`src/rtl/seg7_pkg.sv`:
```
// Shared seven-segment definitions: symbol codes, segment patterns ({dp,g,f,e,d,c,b,a})
// and the receive frame state type; used by both the display transmitter and receiver.
package seg7_pkg;

  localparam logic [3:0] SYM_BLANK   = 4'hA;
  localparam logic [3:0] SYM_V       = 4'hB;
  localparam logic [3:0] SYM_E       = 4'hC;
  localparam logic [3:0] SYM_R       = 4'hD;
  localparam logic [3:0] SYM_DASH    = 4'hE;
  localparam logic [3:0] SYM_INVALID = 4'hF;

  localparam logic [7:0] SEG_0     = 8'h3F;
  localparam logic [7:0] SEG_1     = 8'h06;
  localparam logic [7:0] SEG_2     = 8'h5B;
  localparam logic [7:0] SEG_3     = 8'h4F;
  localparam logic [7:0] SEG_4     = 8'h66;
  localparam logic [7:0] SEG_5     = 8'h6D;
  localparam logic [7:0] SEG_6     = 8'h7D;
  localparam logic [7:0] SEG_7     = 8'h07;
  localparam logic [7:0] SEG_8     = 8'h7F;
  localparam logic [7:0] SEG_9     = 8'h6F;
  localparam logic [7:0] SEG_BLANK = 8'h00;
  localparam logic [7:0] SEG_V     = 8'h3E;
  localparam logic [7:0] SEG_E     = 8'h79;
  localparam logic [7:0] SEG_R     = 8'h50;
  localparam logic [7:0] SEG_DASH  = 8'h40;

  typedef enum logic [2:0] {
    HUNT = 3'd0,
    GET1 = 3'd1,
    GET2 = 3'd2,
    GET3 = 3'd3,
    GET4 = 3'd4
  } frame_state_t;

  function automatic logic is_digit(input logic [3:0] code);
    return code <= 4'd9;
  endfunction

  // Encoder side of the link; invalid codes are shown as a dash.
  function automatic logic [7:0] sym_to_seg(input logic [3:0] code);
    case (code)
      4'd0:      return SEG_0;
      4'd1:      return SEG_1;
      4'd2:      return SEG_2;
      4'd3:      return SEG_3;
      4'd4:      return SEG_4;
      4'd5:      return SEG_5;
      4'd6:      return SEG_6;
      4'd7:      return SEG_7;
      4'd8:      return SEG_8;
      4'd9:      return SEG_9;
      SYM_BLANK: return SEG_BLANK;
      SYM_V:     return SEG_V;
      SYM_E:     return SEG_E;
      SYM_R:     return SEG_R;
      default:   return SEG_DASH;
    endcase
  endfunction

endpackage

```
`src/rtl/seg7_decode.sv`:
```
// Combinational segment-pattern to symbol-code decoder; unknown patterns map to SYM_INVALID.
module seg7_decode
  import seg7_pkg::*;
(
  input  logic [7:0] seg,
  output logic [3:0] code
);

  always_comb begin
    code = SYM_INVALID;
    case (seg)
      SEG_0:     code = 4'd0;
      SEG_1:     code = 4'd1;
      SEG_2:     code = 4'd2;
      SEG_3:     code = 4'd3;
      SEG_4:     code = 4'd4;
      SEG_5:     code = 4'd5;
      SEG_6:     code = 4'd6;
      SEG_7:     code = 4'd7;
      SEG_8:     code = 4'd8;
      SEG_9:     code = 4'd9;
      SEG_BLANK: code = SYM_BLANK;
      SEG_V:     code = SYM_V;
      SEG_E:     code = SYM_E;
      SEG_R:     code = SYM_R;
      SEG_DASH:  code = SYM_DASH;
      default:   code = SYM_INVALID;
    endcase
  end

endmodule

```
`src/rtl/seg7_stream_rx.sv`:
```
// Recovers symbols and 4-digit score frames from a time-multiplexed seven-segment stream.
// Define SEG7_RX_OVER_EN to accept the 0-V-E-R "game over" frame on frame_over.
module seg7_stream_rx
  import seg7_pkg::*;
#(
  parameter int SLOT_CYCLES = 1000,
  parameter int CNT_W       = 16
) (
  input  logic         clk,
  input  logic         rst_n,
  input  logic [7:0]   seg_in,
  output logic         sym_valid,
  output logic [3:0]   sym_code,
  output logic         frame_valid,
  output logic [15:0]  frame_digits,
  output logic         frame_over,
  output logic         frame_err,
  output frame_state_t state_dbg
);

`ifdef SEG7_RX_OVER_EN
  localparam bit OVER_EN = 1'b1;
`else
  localparam bit OVER_EN = 1'b0;
`endif

  localparam logic [CNT_W-1:0] SLOT_LAST = CNT_W'(SLOT_CYCLES - 1);

  // All outputs are single-cycle valid pulses with no ready/backpressure: a consumer
  // must take sym_code with sym_valid, and frame_digits is stable from frame_valid on.

  logic [7:0]       seg_q;
  logic [7:0]       seg_prev;
  logic [CNT_W-1:0] cnt;
  logic [CNT_W-1:0] cnt_cur;
  logic [CNT_W-1:0] cnt_next;
  logic             slot_done;
  logic [3:0]       dec_code;

  seg7_decode u_decode (
    .seg  (seg_q),
    .code (dec_code)
  );

  // A pattern change restarts the slot in the very cycle it is seen.
  always_comb begin
    cnt_cur   = (seg_q != seg_prev) ? '0 : cnt;
    slot_done = (cnt_cur == SLOT_LAST);
    cnt_next  = slot_done ? '0 : cnt_cur + CNT_W'(1);
  end

  always_ff @(posedge clk or negedge rst_n) begin
    if (!rst_n) begin
      seg_q     <= 8'h00;
      seg_prev  <= 8'h00;
      cnt       <= '0;
      sym_valid <= 1'b0;
      sym_code  <= 4'h0;
    end else begin
      seg_q     <= seg_in;
      seg_prev  <= seg_q;
      cnt       <= cnt_next;
      sym_valid <= slot_done;
      if (slot_done) sym_code <= dec_code;
    end
  end

  frame_state_t state, state_n;
  logic         letters, letters_n;
  logic [3:0]   d1, d2, d3;
  logic [3:0]   d1_n, d2_n, d3_n;
  logic [15:0]  digits_n;
  logic         fire_valid, fire_over, fire_err;

  // letters marks a frame that began with 0 and continued V.. as an over frame.
  always_comb begin
    state_n    = state;
    letters_n  = letters;
    d1_n       = d1;
    d2_n       = d2;
    d3_n       = d3;
    digits_n   = frame_digits;
    fire_valid = 1'b0;
    fire_over  = 1'b0;
    fire_err   = 1'b0;
    if (sym_valid) begin
      if (sym_code == SYM_DASH) begin
        state_n = HUNT;
      end else begin
        case (state)
          HUNT: begin
            if (sym_code == SYM_BLANK) state_n = GET1;
          end
          GET1: begin
            if (sym_code == SYM_BLANK) begin
              state_n = GET1;
            end else if (is_digit(sym_code)) begin
              d1_n      = sym_code;
              letters_n = 1'b0;
              state_n   = GET2;
            end else begin
              fire_err = 1'b1;
            end
          end
          GET2: begin
            if (is_digit(sym_code)) begin
              d2_n    = sym_code;
              state_n = GET3;
            end else if (OVER_EN && sym_code == SYM_V && d1 == 4'd0) begin
              letters_n = 1'b1;
              state_n   = GET3;
            end else begin
              fire_err = 1'b1;
            end
          end
          GET3: begin
            if (is_digit(sym_code) && !letters) begin
              d3_n    = sym_code;
              state_n = GET4;
            end else if (OVER_EN && letters && sym_code == SYM_E) begin
              state_n = GET4;
            end else begin
              fire_err = 1'b1;
            end
          end
          GET4: begin
            if (is_digit(sym_code) && !letters) begin
              digits_n   = {d1, d2, d3, sym_code};
              fire_valid = 1'b1;
              state_n    = HUNT;
            end else if (OVER_EN && letters && sym_code == SYM_R) begin
              fire_over = 1'b1;
              state_n   = HUNT;
            end else begin
              fire_err = 1'b1;
            end
          end
          default: state_n = HUNT;
        endcase
        if (fire_err) state_n = HUNT;
      end
    end
  end

  always_ff @(posedge clk or negedge rst_n) begin
    if (!rst_n) begin
      state        <= HUNT;
      letters      <= 1'b0;
      d1           <= 4'h0;
      d2           <= 4'h0;
      d3           <= 4'h0;
      frame_digits <= 16'h0000;
      frame_valid  <= 1'b0;
      frame_over   <= 1'b0;
      frame_err    <= 1'b0;
    end else begin
      state        <= state_n;
      letters      <= letters_n;
      d1           <= d1_n;
      d2           <= d2_n;
      d3           <= d3_n;
      frame_digits <= digits_n;
      frame_valid  <= fire_valid;
      frame_over   <= OVER_EN & fire_over;
      frame_err    <= fire_err;
    end
  end

  assign state_dbg = state;

endmodule

```
`config.mk`:
```
export PLATFORM = sky130hd
export DESIGN_NAME = seg7_stream_rx
export DESIGN_NICKNAME = d
export VERILOG_FILES = /design/src/rtl/seg7_pkg.sv /design/src/rtl/seg7_decode.sv /design/src/rtl/seg7_stream_rx.sv
export SDC_FILE = /design/constraint.sdc
export NUM_CORES = 1
export LEC_CHECK = 0
export CORE_ASPECT_RATIO = 0.6
export CORE_MARGIN = 2
export CORE_UTILIZATION = 58
export CTS_BUF_LIST = sky130_fd_sc_hd__clkbuf_4
export DETAILED_ROUTE_END_ITERATION = 12
export GPL_ROUTABILITY_DRIVEN = 0
export GPL_TIMING_DRIVEN = 0
export PLACE_DENSITY = 0.91
export SLEW_MARGIN = 10
export SYNTH_ARGS = -nofsm -noshare
export SYNTH_HDL_FRONTEND = slang
export SYNTH_SLANG_ARGS = --single-unit
```
`constraint.sdc`:
```
create_clock -name clk -period 2.8 [get_ports clk]
set_input_delay 0.42 -clock clk [delete_from_list [all_inputs] [get_ports clk]]
set_output_delay 0.42 -clock clk [all_outputs]
set_load 0.02 [all_outputs]
```
After elaboration in Yosys (flattened, before gate mapping) --
Index checks and enable logic that the tools add are counted.
Storage, ports and cells: flip-flop bits (word level) 70, input bits 10, output and inout bits 27
Operators by class: $add $sub $neg 1, order comparisons 1, eq/ne operators 27, multiplexer cells 23, bitwise logic cells 2, reduce and logical (&&, ||, !) cells 8
Operators by type and width (count):
- 8-bit by 7-bit == test with 1-bit output, second input constant | 10
- 4-bit case mux with 15 select lines | 1
- 16-bit 2-to-1 mux | 2
- 3-bit 2-to-1 mux | 8
- 16-bit by 1-bit adder with 16-bit output, second input constant | 1
- 16-bit by 10-bit == test with 1-bit output, second input constant | 1
- 8-bit by 3-bit == test with 1-bit output, second input constant | 2
- 8-bit by 6-bit == test with 1-bit output, second input constant | 2
- 4-bit != test, second input constant | 4
- 3-bit case mux with 5 select lines | 1
- 4-bit AND reduction | 3
- 1-bit 2-to-1 mux | 10
- 4-bit == test, second input constant | 2
- 8-bit zero test | 1
- 8-bit != test | 1
- 3-bit by 2-bit == test with 1-bit output, second input constant | 2
- 6-bit AND reduction | 1
- 5-bit != test, second input constant | 1
- 5-bit AND reduction | 1
- 4-bit <= comparator, second input constant | 1
- 3-bit by 1-bit == test with 1-bit output, second input constant | 1
- 3-bit == test, second input constant | 1
- 3-bit zero test | 1
- 3-bit OR reduction | 1
- other kinds (2) | 3

Longest topological paths before layout --
word-level depth 8, gate-level depth with buffers 12

By module --
From an unflattened synthesis, not the netlist that was laid out.
Unflattened totals: cell total of the unflattened synthesis 271, area, all modules 3246.9 µm²
By module, submodules not included:
- seg7_stream_rx | times used 1, cells each 213, area each 2849.0 µm², sequential area each 1751.7 µm²
- seg7_decode | times used 1, cells each 58, area each 397.9 µm², sequential area each 0.0 µm²

Worst setup path after synthesis --
OpenSTA, ideal clock, no wires.
path type reg2reg, start register seg_q[6], end register sym_code[2], arrival time 2.504 ns, data required time 2.718 ns, path slack 0.214 ns, cell stages (with the launch flop) 13, buffers on the path 2, cell sequence dfrtp_1 > buf_6 > xnor2_1 > nand4_2 > nor2_1 > and2_1 > ha_1 > nor4b_1 > nand4b_1 > nor4_4 > buf_6 > nor2_1 > a31oi_1
Between the ends: cells in the longest elaborated chain, start to end 3, elaborated cells on any way between the ends 19
RTL lines:
- start, declared | line seg7_stream_rx.sv:32 | logic [7:0] seg_q;
- start signal, assigned | line seg7_stream_rx.sv:60 | seg_q <= seg_in;
- 8-bit != test | line seg7_stream_rx.sv:47 | cnt_cur = (seg_q != seg_prev) ? '0 : cnt;
- 16-bit 2-to-1 mux | line seg7_stream_rx.sv:47
- 16-bit by 10-bit == test with 1-bit output | line seg7_stream_rx.sv:48 | slot_done = (cnt_cur == SLOT_LAST);
- named net slot_done | line seg7_stream_rx.sv:37 | logic slot_done;
- end signal, assigned | line seg7_stream_rx.sv:64 | if (slot_done) sym_code <= dec_code;
- end, declared | line seg7_stream_rx.sv:13 | output logic [3:0] sym_code,
The timed path passes the listed nets, and every way through them passes these cells. A chain may end at the register's enable or synchronous reset.

Worst setup path after layout --
start register seg_q[6], end register sym_code[1]
The elaborated chain is that of the path after synthesis.

==> out/qor.yml <==
floorplan:
  die_x_um: 99.7
  initial_core_util_pct: 61.5
  die_area_sq_mm: 0.00612
  coreArea_sq_mm: 0.00518
  die_h_um: 61.4
  pin_count: 37
  row_count: 20
global_route:
  use_met2_pct: 37.0
  grt_pass1_wl_um: 10500
  met1_usage_pct: 31.6
  grt-busiest-layer: "met2"
  track_usage_pct: 23.6
  grt_overflow_total: 0
  grt_pass1_vias: 2091
  met3_usage_pct: 7.49
  antenna_found_initial: 0
  grt_max_degree: 69
final_layout:
  multiInputGateArea_sq_mm: 0.00142
  antenna_cells: 0
  synthToLayoutAreaGrowth_pct: 23.6
  fillers: 334
  drive_above_1_share_pct: 26.6
  seq_area_sq_mm: 0.00175
  nNetsFinal: 329
sta:
  maxSlewViolCount: 0
  fin_crit_ns: 2.59
  fin_tns_setup_ns: 0
  max-slew-margin-rel_pct: 55.3
  fmax_mhz: 386
  period_share_pct: 92.4
  holdWs_ns: 0.323
  tightest_slew_ns: 0.666
  hold_viol: 0
  setup_violations: 0
  clock-skew-final_ns: 0.0195
  layout_setup_ws_ns: 0.212
logic_synthesis:
  yosysWarnings: 0
  synth.most_common_cell: "dfrtp_1"
  synth_commonest_cells: "dfrtp_1, mux2_2, nor2_1, xnor2_1"
  synthFlopType: "dfrtp_1"
  async_reset_ff_share_pct: 100
  synthCells: 262
  ys_ff_latch: 70
  syn_nets: 273
  synth_area_sq_mm: 0.00319
  synth_top_area_cell: "dfrtp_1"
  synth_area_per_cell_sq_um: 12.2
  yosysSeqAreaShare_pct: 55.0
  yosysTopAreaCellShare_pct: 55.0
  synthDistinctLibCells: 53
  synth_edf_count: 0
  ys_top_cells_by_area: "dfrtp_1, mux2_2, xnor2_1, nor2_1, xor2_1"
setup_path:
  critPathRequiredTime_ns: 3.14
  cp-start-kind: "register"
  r2r_cells: 12
  r2r-start: "seg_q[6]"
  crit_path_top_delay_cell: "dfrtp_1"
  r2r_slack_ns: 0.21
  cpMostUsedCell: "buf_6"
  arrival_ns: 2.93
  r2r-end: "sym_code[1]"
  timing.critical_path.buf_inv: 2
  crit_type: "register to register"
  endpoint_kind: "register"
  path_max_fanout: 10
  cp_top_family: "simple AND/OR/NAND/NOR gates"
  path_cells: "buf_6 > xnor2_2 > nand4_4 > nor2_4 > and2_4 > ha_4 > nor4b_4 > nand4b_1 > nor4_4 > buf_6 > nor2_1 > a31oi_1"
  critPathMaxStageDelay_ns: 0.41
pwr:
  pwr-share-comb_pct: 6.5
  vdd_drop_max_mv: 0.298
  p_int_w: 0.00137
  swShare_pct: 23.6
  total_power_w: 0.00180
  seq_power_share_pct: 57.6
  power.density_mw_per_mm2: 456
  pwr-share-clk_pct: 36.0
  p_leak_nw: 1.70
  switchingPower_w: 0.000423
route:
  drt-initial-drc-count: 170
  drt-pass1-iter-count: 6
  remaining_drc_errors: 0
  finalWirelength_um: 6670
  routed_via_density: 5.80
  wire_per_inst_um: 17.2
  antenna_left: 0
  via_count: 2255
placement:
  hpwl_um: 4420
  preCtsSetupSlack_ns: -0.266
  io_buffers: 35
clock_tree:
  cts_made_buffers: 9
  clock_sinks: 70
  clock_latency_ns: 0.43
  root_buffer: "clkbuf_4"
  cts.clk_slew.worst_paths_ns: 0.11
  cts_htree_levels: 3
  clk_path_buf_depth: 2
  cts_tree: "yes"
run_status:
  status: "completed"
worst_hold_path:
  hold_path_class: "input port to async pin"
flow_run:
  maxCapViolations: 0
==> sequential cells by signal, indices dropped and copies added, names as in the netlist <==
signal	flops
frame_digits	16
frame_valid	1
d1	4
seg_prev	8
d3	4
d2	4
sym_valid	1
state_dbg	3
seg_q	8
frame_err	1
sym_code	4
cnt	16
==> how the worst max path moves through the flow <==
stage / from / slack (ns) / cells after the start / endpoint
2_1_floorplan: seg_q[6] / 0.21 / 12 / sym_code[2]
3_3_place_gp: rst_n / -0.90 / 1 / frame_valid
3_5_place_dp: seg_q[6] / -0.27 / 12 / sym_code[2]
4_1_cts: seg_q[1] / 0.002 / 12 / sym_code[1]
5_1_grt: seg_q[5] / -0.009 / 11 / sym_code[1]
6_report: seg_q[6] / 0.21 / 12 / sym_code[1]
==> stage by stage <==
step	util, %	instance area (sq um)	cells
global placement	69.9	3620	363
floorplan	-	3190	262
finish	76.0	3940	389
CTS	74.8	3880	386
global route	76.0	3940	389
detailed placement	70.3	3640	364
==> logic make-up after synthesis <==
group	share of synthesized area (%)
simple gates	17.8
flops	55.0
compound gates	7.03
mux	9.90
xor+xnor	6.60
buf+inv	3.22
fa+ha+maj	0.393
other cells	0.118
==> cell usage in the layout, fill, tap and decap left out, drive strengths merged, types with 2 or more instances in the layout <==
cell / netlist / final
dfrtp: 70 / 70
clkdlybuf4s50: 0 / 34
mux2: 28 / 28
nor2: 21 / 21
buf: 11 / 21
xnor2: 16 / 16
clkbuf: 0 / 12
o21ai: 9 / 9
nand3: 8 / 8
xor2: 8 / 8
nor4: 8 / 8
nand2: 8 / 8
nand4: 8 / 8
inv: 7 / 7
nor3: 5 / 5
a31oi: 4 / 4
nor4b: 4 / 4
and4: 3 / 3
a21oi: 3 / 3
nand3b: 3 / 3
nor2b: 3 / 3
and2: 2 / 2
nand4b: 2 / 2
and3: 2 / 2
and2b: 2 / 2
nand2b: 2 / 2
o22ai: 2 / 2
nor3b: 2 / 2
a21o: 2 / 2
clkinv: 0 / 2
or4: 2 / 2
==> power by group through the flow <==
stage	registers [W]	logic (W)	clock network (W)
floorplan	0.00105	0.0000559	0
global placement	0.00105	0.0000954	0
detailed placement	0.00105	0.000104	0
CTS	0.00103	0.000115	0.000664
global route	0.00104	0.000128	0.000701
finish	0.00103	0.000116	0.000645
==> repair_timing <==
action / 4_1_cts / 5_1_grt
pin swaps: 4 / 4
setup endpoints to repair: 17 / 17
endpoints found under the hold margin: 12 / 0
resized for setup: 8 / 8
gates cloned: 0 / 1
setup buffers: 5 / 2
hold buffers: 1 / 0
==> cell type report <==
type	count	area share, %
timing repair buffer	45	11.2
inverter	7	0.667
tap	66	2.10
buffer	11	2.00
sequential	70	44.5
clock buffer	12	2.29
multi-input combinational	174	36.0
clock inverter	4	1.21
==> metal layers <==
metal / routed length (um) / vias up
li1: - / 1058
met1: 3020 / 1106
met2: 3150 / 84
met3: 430 / 7
met4: 73 / 0
met5: 0 / -
==> worst reg2reg max path: cells and delay by family, from the launching register on <==
kind | cells | cell delay, ns
AO/OA/AOI/OAI | 1 | 0.17
XOR/XNOR | 1 | 0.20
adder cells (fa/ha/maj) | 1 | 0.16
buffers and inverters | 2 | 0.32
flip-flops | 1 | 0.41
AND/OR/NAND/NOR | 7 | 1.25
Note: power is estimated with default switching activity, not from simulation.
